### src/rtl/between_to_fifo.sv
// Receiving end of the 8-bit parallel inter-board link: four-phase tsent/trecieve handshake into a FIFO.
// Optional running CRC-8 (poly 0x07) of written bytes is compiled in with BETWEEN_CRC8_EN.
module between_to_fifo #(
    parameter int IDLE_TIMEOUT = 2048
) (
    input  logic       clk,
    input  logic       reset,
    input  logic       enable,
    input  logic       t0,
    input  logic       t1,
    input  logic       t2,
    input  logic       t3,
    input  logic       t4,
    input  logic       t5,
    input  logic       t6,
    input  logic       t7,
    input  logic       tsent,
    output logic       trecieve,
    input  logic       fifo_busy,
    input  logic       fifo_full,
    output logic [7:0] fifo_data_out,
    output logic       fifo_we,
    output logic [7:0] data,
    output logic [7:0] CRC,
    output logic [3:0] error,
    output logic       isFinish
);
    typedef enum logic [1:0] {S_IDLE, S_CAPTURE, S_WRITE, S_ACK} state_t;

    localparam logic [15:0] LP_TIMEOUT = 16'(IDLE_TIMEOUT);

    state_t      r_state, w_next;
    logic        r_sync1, r_ts;
    logic [7:0]  r_data;
    logic [2:0]  r_err;
    logic [7:0]  r_stall;
    logic [15:0] r_idle;
    logic        r_armed, r_fin;
    logic        w_we, w_drop, w_abort, w_stall, w_fin;

    always_ff @(posedge clk or posedge reset) begin
        if (reset) begin
            r_sync1 <= 1'b0;
            r_ts    <= 1'b0;
            r_state <= S_IDLE;
        end else begin
            r_sync1 <= tsent;
            r_ts    <= r_sync1;
            r_state <= w_next;
        end
    end

    // Abort outranks full, full outranks busy.
    always_comb begin
        w_next  = r_state;
        w_we    = 1'b0;
        w_drop  = 1'b0;
        w_abort = 1'b0;
        w_stall = 1'b0;
        case (r_state)
            S_IDLE:    if (r_ts && enable) w_next = S_CAPTURE;
            S_CAPTURE: begin
                if (!r_ts) begin
                    w_next  = S_IDLE;
                    w_abort = 1'b1;
                end else begin
                    w_next = S_WRITE;
                end
            end
            S_WRITE: begin
                if (!r_ts) begin
                    w_next  = S_IDLE;
                    w_abort = 1'b1;
                end else if (fifo_full) begin
                    w_next = S_ACK;
                    w_drop = 1'b1;
                end else if (fifo_busy) begin
                    w_stall = 1'b1;
                end else begin
                    w_next = S_ACK;
                    w_we   = 1'b1;
                end
            end
            S_ACK:     if (!r_ts) w_next = S_IDLE;
            default:   w_next = S_IDLE;
        endcase
    end

    assign w_fin = r_armed && (r_idle == LP_TIMEOUT);

    always_ff @(posedge clk or posedge reset) begin
        if (reset) begin
            r_data  <= 8'h00;
            r_err   <= 3'b000;
            r_stall <= 8'h00;
            r_idle  <= 16'h0000;
            r_armed <= 1'b0;
            r_fin   <= 1'b0;
        end else begin
            if (r_state == S_CAPTURE) begin
                r_data  <= {t7, t6, t5, t4, t3, t2, t1, t0};
                r_stall <= 8'h00;
            end
            if (w_drop)  r_err[0] <= 1'b1;
            if (w_abort) r_err[1] <= 1'b1;
            // The 256th consecutive busy cycle flags the stall; the handshake keeps waiting.
            if (w_stall) begin
                if (r_stall == 8'hFF) r_err[2] <= 1'b1;
                else                  r_stall  <= r_stall + 8'h01;
            end
            if (w_we || w_drop)
                r_idle <= 16'h0000;
            else if (r_state == S_IDLE && r_idle != 16'hFFFF)
                r_idle <= r_idle + 16'h0001;
            if (w_we || w_drop) r_armed <= 1'b1;
            else if (w_fin)     r_armed <= 1'b0;
            r_fin <= w_fin;
        end
    end

`ifdef BETWEEN_CRC8_EN
    logic [7:0] r_crc;

    function automatic logic [7:0] f_crc8(input logic [7:0] crc, input logic [7:0] d);
        logic [7:0] c;
        c = crc ^ d;
        for (int i = 0; i < 8; i++)
            c = c[7] ? ((c << 1) ^ 8'h07) : (c << 1);
        return c;
    endfunction

    always_ff @(posedge clk or posedge reset) begin
        if (reset)     r_crc <= 8'h00;
        else if (w_we) r_crc <= f_crc8(r_crc, r_data);
    end

    assign CRC = r_crc;
`else
    assign CRC = 8'h00;
`endif

    assign trecieve      = (r_state == S_ACK);
    assign fifo_we       = w_we;
    assign fifo_data_out = r_data;
    assign data          = r_data;
    assign error         = {1'b0, r_err};
    assign isFinish      = r_fin;
endmodule
### config.mk
export PLATFORM = sky130hd
export DESIGN_NAME = between_to_fifo
export DESIGN_NICKNAME = d
export VERILOG_FILES = /design/src/rtl/between_to_fifo.sv
export SDC_FILE = /design/constraint.sdc
export NUM_CORES = 1
export LEC_CHECK = 0
export ABC_AREA = 1
export BUFFER_PORTS_ARGS = -buffer_cell sky130_fd_sc_hd__buf_2
export CAP_MARGIN = 25
export CORE_MARGIN = 8
export CORE_UTILIZATION = 41
export CTS_CLUSTER_DIAMETER = 30
export CTS_CLUSTER_SIZE = 24
export DETAILED_ROUTE_END_ITERATION = 10
export SKIP_LAST_GASP = 1
export SYNTH_ARGS = -nofsm -noshare
export SYNTH_HDL_FRONTEND = slang
export SYNTH_SLANG_ARGS = --single-unit
export TNS_END_PERCENT = 50
### constraint.sdc
create_clock -name clk -period 2.5 [get_ports clk]
set_clock_uncertainty 0.1 [all_clocks]
set_input_delay 0.125 -clock clk [delete_from_list [all_inputs] [get_ports clk]]
set_output_delay 0.125 -clock clk [all_outputs]
set_load 0.05 [all_outputs]
==> results of run 1 <==
[registers in the layout, indices dropped and copies added (netlist names)]
| signal | cells |
|---|---|
| r_ts | 1 |
| r_sync1 | 1 |
| r_idle | 16 |
| r_armed | 1 |
| r_err | 3 |
| r_stall | 8 |
| isFinish | 1 |
| r_state | 2 |
| data | 8 |
[cell usage after synthesis, types with 2 or more instances]
| library cell | count |
|---|---|
| a21oi_1 | 5 |
| buf_4 | 17 |
| clkbuf_1 | 2 |
| dfrtp_1 | 41 |
| ha_1 | 8 |
| inv_1 | 33 |
| inv_2 | 3 |
| nand2_1 | 119 |
| nand2_2 | 3 |
| nand3_1 | 23 |
| nand4_1 | 6 |
| nor2_1 | 25 |
| nor2_4 | 3 |
| nor3_1 | 2 |
| nor4_1 | 2 |
| o21ai_0 | 7 |
| o21ai_1 | 4 |
| o21bai_1 | 3 |
| xor2_1 | 5 |
[worst paths after layout]
path / start / endpoint / slack [ns] / cells past startpoint
worst max register to register: r_state[0] / r_stall[0] / 0.71 / 7
worst min-delay path: fifo_full / r_err[0] / 0.02 / 3
worst min register to register: r_sync1 / r_ts / 0.26 / 0
min in group asynchronous: reset / r_stall[7] / 0.41 / 4
max in group asynchronous: reset / data[3] / 1.52 / 4
worst max-delay path: r_state[0] / r_stall[0] / 0.71 / 7
[what timing repair did]
action                     in CTS  in global routing
setup endpoints to repair       0                  0
hold endpoints to repair       50                  0
hold buffers                   10                  0
[power by group through the flow]
stage,Sequential [mW],Combinational (mW),Clock [mW]
CTS,0.899,1.46,0.575
global placement,0.910,1.43,0
finish,0.899,1.43,0.553
global route,0.915,1.60,0.590
floorplan,1.15,0.965,0
detailed placement,0.913,1.44,0
[routing by layer]
metal / GRT usage (%) / share of wire [%] / vias to the layer above
met5: 0 / 0 / -
met4: 3.893 / 0.54 / 0
met3: 3.912 / 7.4 / 4
met2: 21.81 / 46 / 54
met1: 15.45 / 46 / 907
li1: - / - / 1058
[final cells by class]
| class | instances | share of cell area (%) |
|---|---|---|
| clock buffers | 7 | 3.112 |
| clock inverters | 1 | 1.083 |
| multi-input cells | 230 | 39.96 |
| well taps | 72 | 3.248 |
| repair buffers | 48 | 10.74 |
| flip-flops and latches | 41 | 36.99 |
| inverters | 36 | 4.871 |
[worst min-delay path: cells and delay by family]
kind	cells	cell delay (ns)
buffers and inverters	2	0.16
AOI/OAI and AO/OA	1	0.07
[placed cells by master, fill, tap and decap left out, types with 3 or more instances in the layout]
master | Yosys | routed
a21oi_1 | 5 | 5
buf_2 | 0 | 35
buf_4 | 17 | 3
clkbuf_8 | 0 | 6
conb_1 | 1 | 9
dfrtp_1 | 41 | 41
dlygate4sd3_1 | 0 | 10
ha_1 | 8 | 8
inv_1 | 33 | 33
inv_2 | 3 | 3
nand2_1 | 119 | 119
nand2_2 | 3 | 3
nand3_1 | 23 | 23
nand4_1 | 6 | 6
nor2_1 | 25 | 25
nor2_4 | 3 | 3
o21ai_0 | 7 | 7
o21ai_1 | 4 | 4
o21bai_1 | 3 | 3
xor2_1 | 5 | 5
[kinds of logic (layout without fill, tap and decap cells)]
kind of cell | Yosys count | count (layout)
and+or+nand+nor | 187 | 187
buffers and inverters | 56 | 92
DFF | 41 | 41
AOI/OAI and AO/OA | 20 | 20
adders and majority gates | 8 | 8
xor gates and xnor gates | 6 | 6
other | 1 | 9
[per-stage QoR]
step           util (%)  worst slack [ns]  std cells
3_5_place_dp      45.88            0.7054        417
3_3_place_gp      45.88            0.7135        417
5_1_grt           49.76            0.4752        435
4_1_cts           49.76            0.6858        435
6_report          49.76            0.7077        435
2_1_floorplan         -            0.4728        327
==> reports/metrics.cfg, run 1 <==
[die]
initial_core_util_pct = 42.81
die_x_um = 92.29
die-height_um = 92.29
coreArea_mm2 = 0.005574
die-area_mm2 = 0.008517
rows = 27
io_pins = 45

[grt]
overflow = 0
grt_max_degree = 42
grt_pass1_wl_um = 9156
antenna_found_initial = 0
track_usage_pct = 12.94
grt_pass1_vias = 2016

[layout]
drive_gt1_share_pct = 15.70
diodes = 0
fin_area_mm2 = 0.002774
multi_input_area_mm2 = 0.001109
fillers = 549
area_delta_synth_final_pct = 16.26
final_nets = 384
seqCellArea_mm2 = 0.001026

[detailed_routing]
remaining_drc_errors = 0
ant_nets = 0
drt_iter0_markers = 86
num_vias = 2023
finalWirelength_um = 5190
first_pass_iters = 4
routedWlPerCell_um = 11.93
via_per_inst = 4.651

[pwr]
p_seq_share_pct = 31.2
p_total_mw = 2.886
power.density_mw_per_mm2 = 1041
combPwrFrac_pct = 49.7
sw_frac_of_total_pct = 48.99
peakVddDrop_mv = 0.6744
power.switching_mw = 1.414
power.internal_mw = 1.472
power.leakage_nw = 1.499
clkPwrFrac_pct = 19.1

[sta]
fin_setup_tns_ns = 0
relSlewSlack_pct = 65.52
final_max_slew_viol_count = 0
fin_crit_sh_pct = 71.69
hold_viol = 0
setup_violations = 0
maxClockFrequency_ghz = 0.5579
period_needed_ns = 1.792
whs_ns = 0.01866
rsz0062_at_grt = false
tightest_slew_ns = 0.5172

[logic_synthesis]
ys_types = 27
synth-edff-count = 0
ys_ff_latch = 41
synthMuxAreaShare_pct = 0
synthAdderAreaFrac_pct = 4.195
async_flop_share_pct = 100.0
synth_top_family_by_area = simple AND/OR/NAND/NOR gates
synthSimpleGateAreaFrac_pct = 34.03
ys_warn_count = 0
synthCells = 319
syn-cell-area_mm2 = 0.002386
synth_area_leader_cell = dfrtp_1
yosys.area_share.xor_xnor_pct = 2.202
synth_sequential_area_ratio_pct = 43.00
synth-compound-area-share_pct = 4.615
synthTopCellsByArea = dfrtp_1 (43%), nand2_1 (19%), buf_4 (5.3%)
ys.flop_type = dfrtp_1
synth.avg_cell_area_um2 = 7.480
synth_top_area_share_pct = 43.00

[critical_path]
cp.arrival_ns = 1.86
cp_num_buf_inv = 1
critical-path-max-stage-delay_ns = 0.40
path_cells = inv_1, ha_1, nand2_1, nor2_1, nand2_1, nand3_1, o21ai_0
path_class = reg -> reg
end_kind = register
start_kind = register
slowest_stage = dfrtp_1
worst-path-max-fanout = 10
crit_top_cell = nand2_1
cpLargestDelayFamily = simple AND/OR/NAND/NOR gates
crit_required_ns = 2.56

[cts]
cts_resized = 0
cts_made_buffers = 5
clock-root-buffer = clkbuf_8
cts_setup_buffers = 0
htree_levels = 2
clockBufferDepth = 2
cts_tree = done
clk_pin_slew_ns = 0.08
clkLatencyLatePin_ns = 0.29
cts_num_sinks = 41

[placement]
io_buffers = 35
gp_routability_congestion = 0.8995
place_area_mm2 = 0.002557
hpwl_um = 3735

[job]
drv_cap = 0

[status]
status = completed

[min_path]
min_path_type = in -> reg

Note: power is estimated with default switching activity, not from simulation.
==> run 2, diff against run 1 <==
==> constraint.sdc (replaced) <==
create_clock -name clk -period 1.45 [get_ports clk]
set_clock_uncertainty 0.1 [all_clocks]
set_input_delay 0.0725 -clock clk [delete_from_list [all_inputs] [get_ports clk]]
set_output_delay 0.0725 -clock clk [all_outputs]
set_load 0.05 [all_outputs]
==> reports/metrics.cfg, run 2 (synthesized netlist as in run 1, its figures left out) <==
[cts]
clock-root-buffer = clkbuf_8
cts_made_buffers = 5  ; unchanged
htree_levels = 2  ; unchanged
clockBufferDepth = 2  ; unchanged
clkLatencyLatePin_ns = 0.29  ; about the same
cts_num_sinks = 41  ; unchanged
clk_pin_slew_ns = 0.08  ; about the same
cts_tree = done

[critical_path]
start_kind = register
cp.arrival_ns = 1.78  ; -0.08 ns
end_kind = register
startpoint = r_idle[0]
crit_required_ns = 1.58  ; -0.98 ns
r2r_start = r_idle[0]
worst-path-max-fanout = 4  ; -6
path_class = reg -> reg

[status]
status = finished with violations
violations = negative setup slack

[sta]
fin_setup_tns_ns = -3.084  ; -3.084 ns
setup_violations = 30  ; +30
rsz0062_at_grt = true
whs_ns = 0.1480  ; +0.1293 ns
maxClockFrequency_ghz = 0.6065  ; +8.7%
period_needed_ns = 1.649  ; -0.1436 ns
final_max_slew_viol_count = 0  ; unchanged
hold_viol = 0  ; unchanged
fin_crit_sh_pct = 113.7  ; +42 points
timing.final.ws_setup_ns = -0.1987  ; -0.9064 ns

[layout]
final_cell_mix = nand2_1 (107), buf_4 (58), dfrtp_1 (41)
post-route-util_pct = 61.35  ; +12 points
seqCellArea_mm2 = 0.001026  ; unchanged
multi_input_area_mm2 = 0.001246  ; +12%
final_common_cell = nand2_1
drive_gt1_share_pct = 34.43  ; +19 points
diodes = 0  ; unchanged
final_nets = 448  ; +17%
top_register = r_idle
area_delta_synth_final_pct = 43.31
final_cells = 499  ; +15%
largest_register_ffs = 16  ; unchanged
fillers = 483  ; -12%

[grt]
overflow = 0  ; unchanged
grt_pass1_wl_um = 10120  ; +10%
grt_pass1_vias = 2175  ; +7.9%
track_usage_pct = 14.33  ; +1.4 points
antenna_found_initial = 0  ; unchanged
grt_max_degree = 42  ; unchanged

[die]
die-area_mm2 = 0.008517  ; unchanged
die_x_um = 92.29  ; unchanged
coreArea_mm2 = 0.005574  ; unchanged
rows = 27  ; unchanged
die-height_um = 92.29  ; unchanged
initial_core_util_pct = 42.81  ; unchanged
io_pins = 45  ; unchanged

[detailed_routing]
first_pass_iters = 4  ; unchanged
via_per_inst = 4.653  ; about the same
finalWirelength_um = 6183  ; +19%
ant_nets = 0  ; unchanged
num_vias = 2322  ; +15%
drt_iter0_markers = 94  ; +9.3%
routedWlPerCell_um = 12.39  ; +3.9%
remaining_drc_errors = 0  ; unchanged

[pwr]
power.leakage_nw = 1.866  ; +24%
power.density_mw_per_mm2 = 1682  ; +62%
peakVddDrop_mv = 1.288  ; +91%

[placement]
dp_worst_setup_slack_ns = -0.2114  ; -0.9168 ns
hpwl_um = 4165  ; +12%
gp_routability_congestion = 0.8271  ; -8.0%
io_buffers = 35  ; unchanged
place_inst = 467  ; +12%

[min_path]
min_path_type = in -> reg
min-delay-start = enable

[job]
drv_cap = 0  ; unchanged

==> run 2: final cells by class <==
cell class              count  share of cell area, %
multi-input cells         232                  36.44
flip-flops and latches     41                  30.00
repair buffers            110                  24.41
inverters                  36                  4.098
well taps                  72                  2.634
clock buffers               6                  2.122
clock inverters             2                 0.2927
==> run 2: through the flow <==
step	total power [mW]	area, um^2
6_report	5.753	3420
5_1_grt	6.130	3420
4_1_cts	5.506	3269
3_5_place_dp	4.578	2999
3_3_place_gp	4.546	2999
2_1_floorplan	3.694	2445
==> run 2: critical path, stage by stage (launching register included) <==
cell,delay (ns)
dfrtp_1,0.39
ha_2,0.21
nand2_4,0.08
nor2_4,0.05
nand2_2,0.08
nor2_4,0.05
buf_6,0.11
nor3_4,0.22
clkbuf_16,0.21
nand2_1,0.05
nand2_1,0.05
==> run 2: final timing paths <==
kind | end | slack (ns) | depth (start not counted)
worst max-delay path | r_idle[11] | -0.20 | 10
worst min-delay path | r_state[1] | 0.15 | 4
worst max register to register | r_idle[11] | -0.20 | 10
worst min register to register | r_ts | 0.25 | 0
max in group asynchronous | r_idle[9] | 0.75 | 4
min in group asynchronous | r_stall[2] | 0.27 | 4
==> run 2: report_power, final <==
part / internal (mW) / total [mW] / switching [mW]
clock: 0.334 / 0.717 / 0.383
sequential: 1.38 / 1.54 / 0.160
combinational: 1.24 / 3.50 / 2.26
==> run 2: metal layers <==
layer  up-vias  wire (um)  global-route usage [%]
li1       1193          -                       -
met1      1073       2922                   18.10
met2        50       2854                   23.12
met3         6        326                   3.749
met4         0         79                   4.832
met5         -          0                       0
==> run 2: what timing repair did <==
item	4_1_cts	5_1_grt
resized for setup	10	25
setup endpoints to repair	36	39
pin swaps	10	19
setup buffers	3	7
hold endpoints to repair	51	0
hold buffers	11	0
cloned	1	2
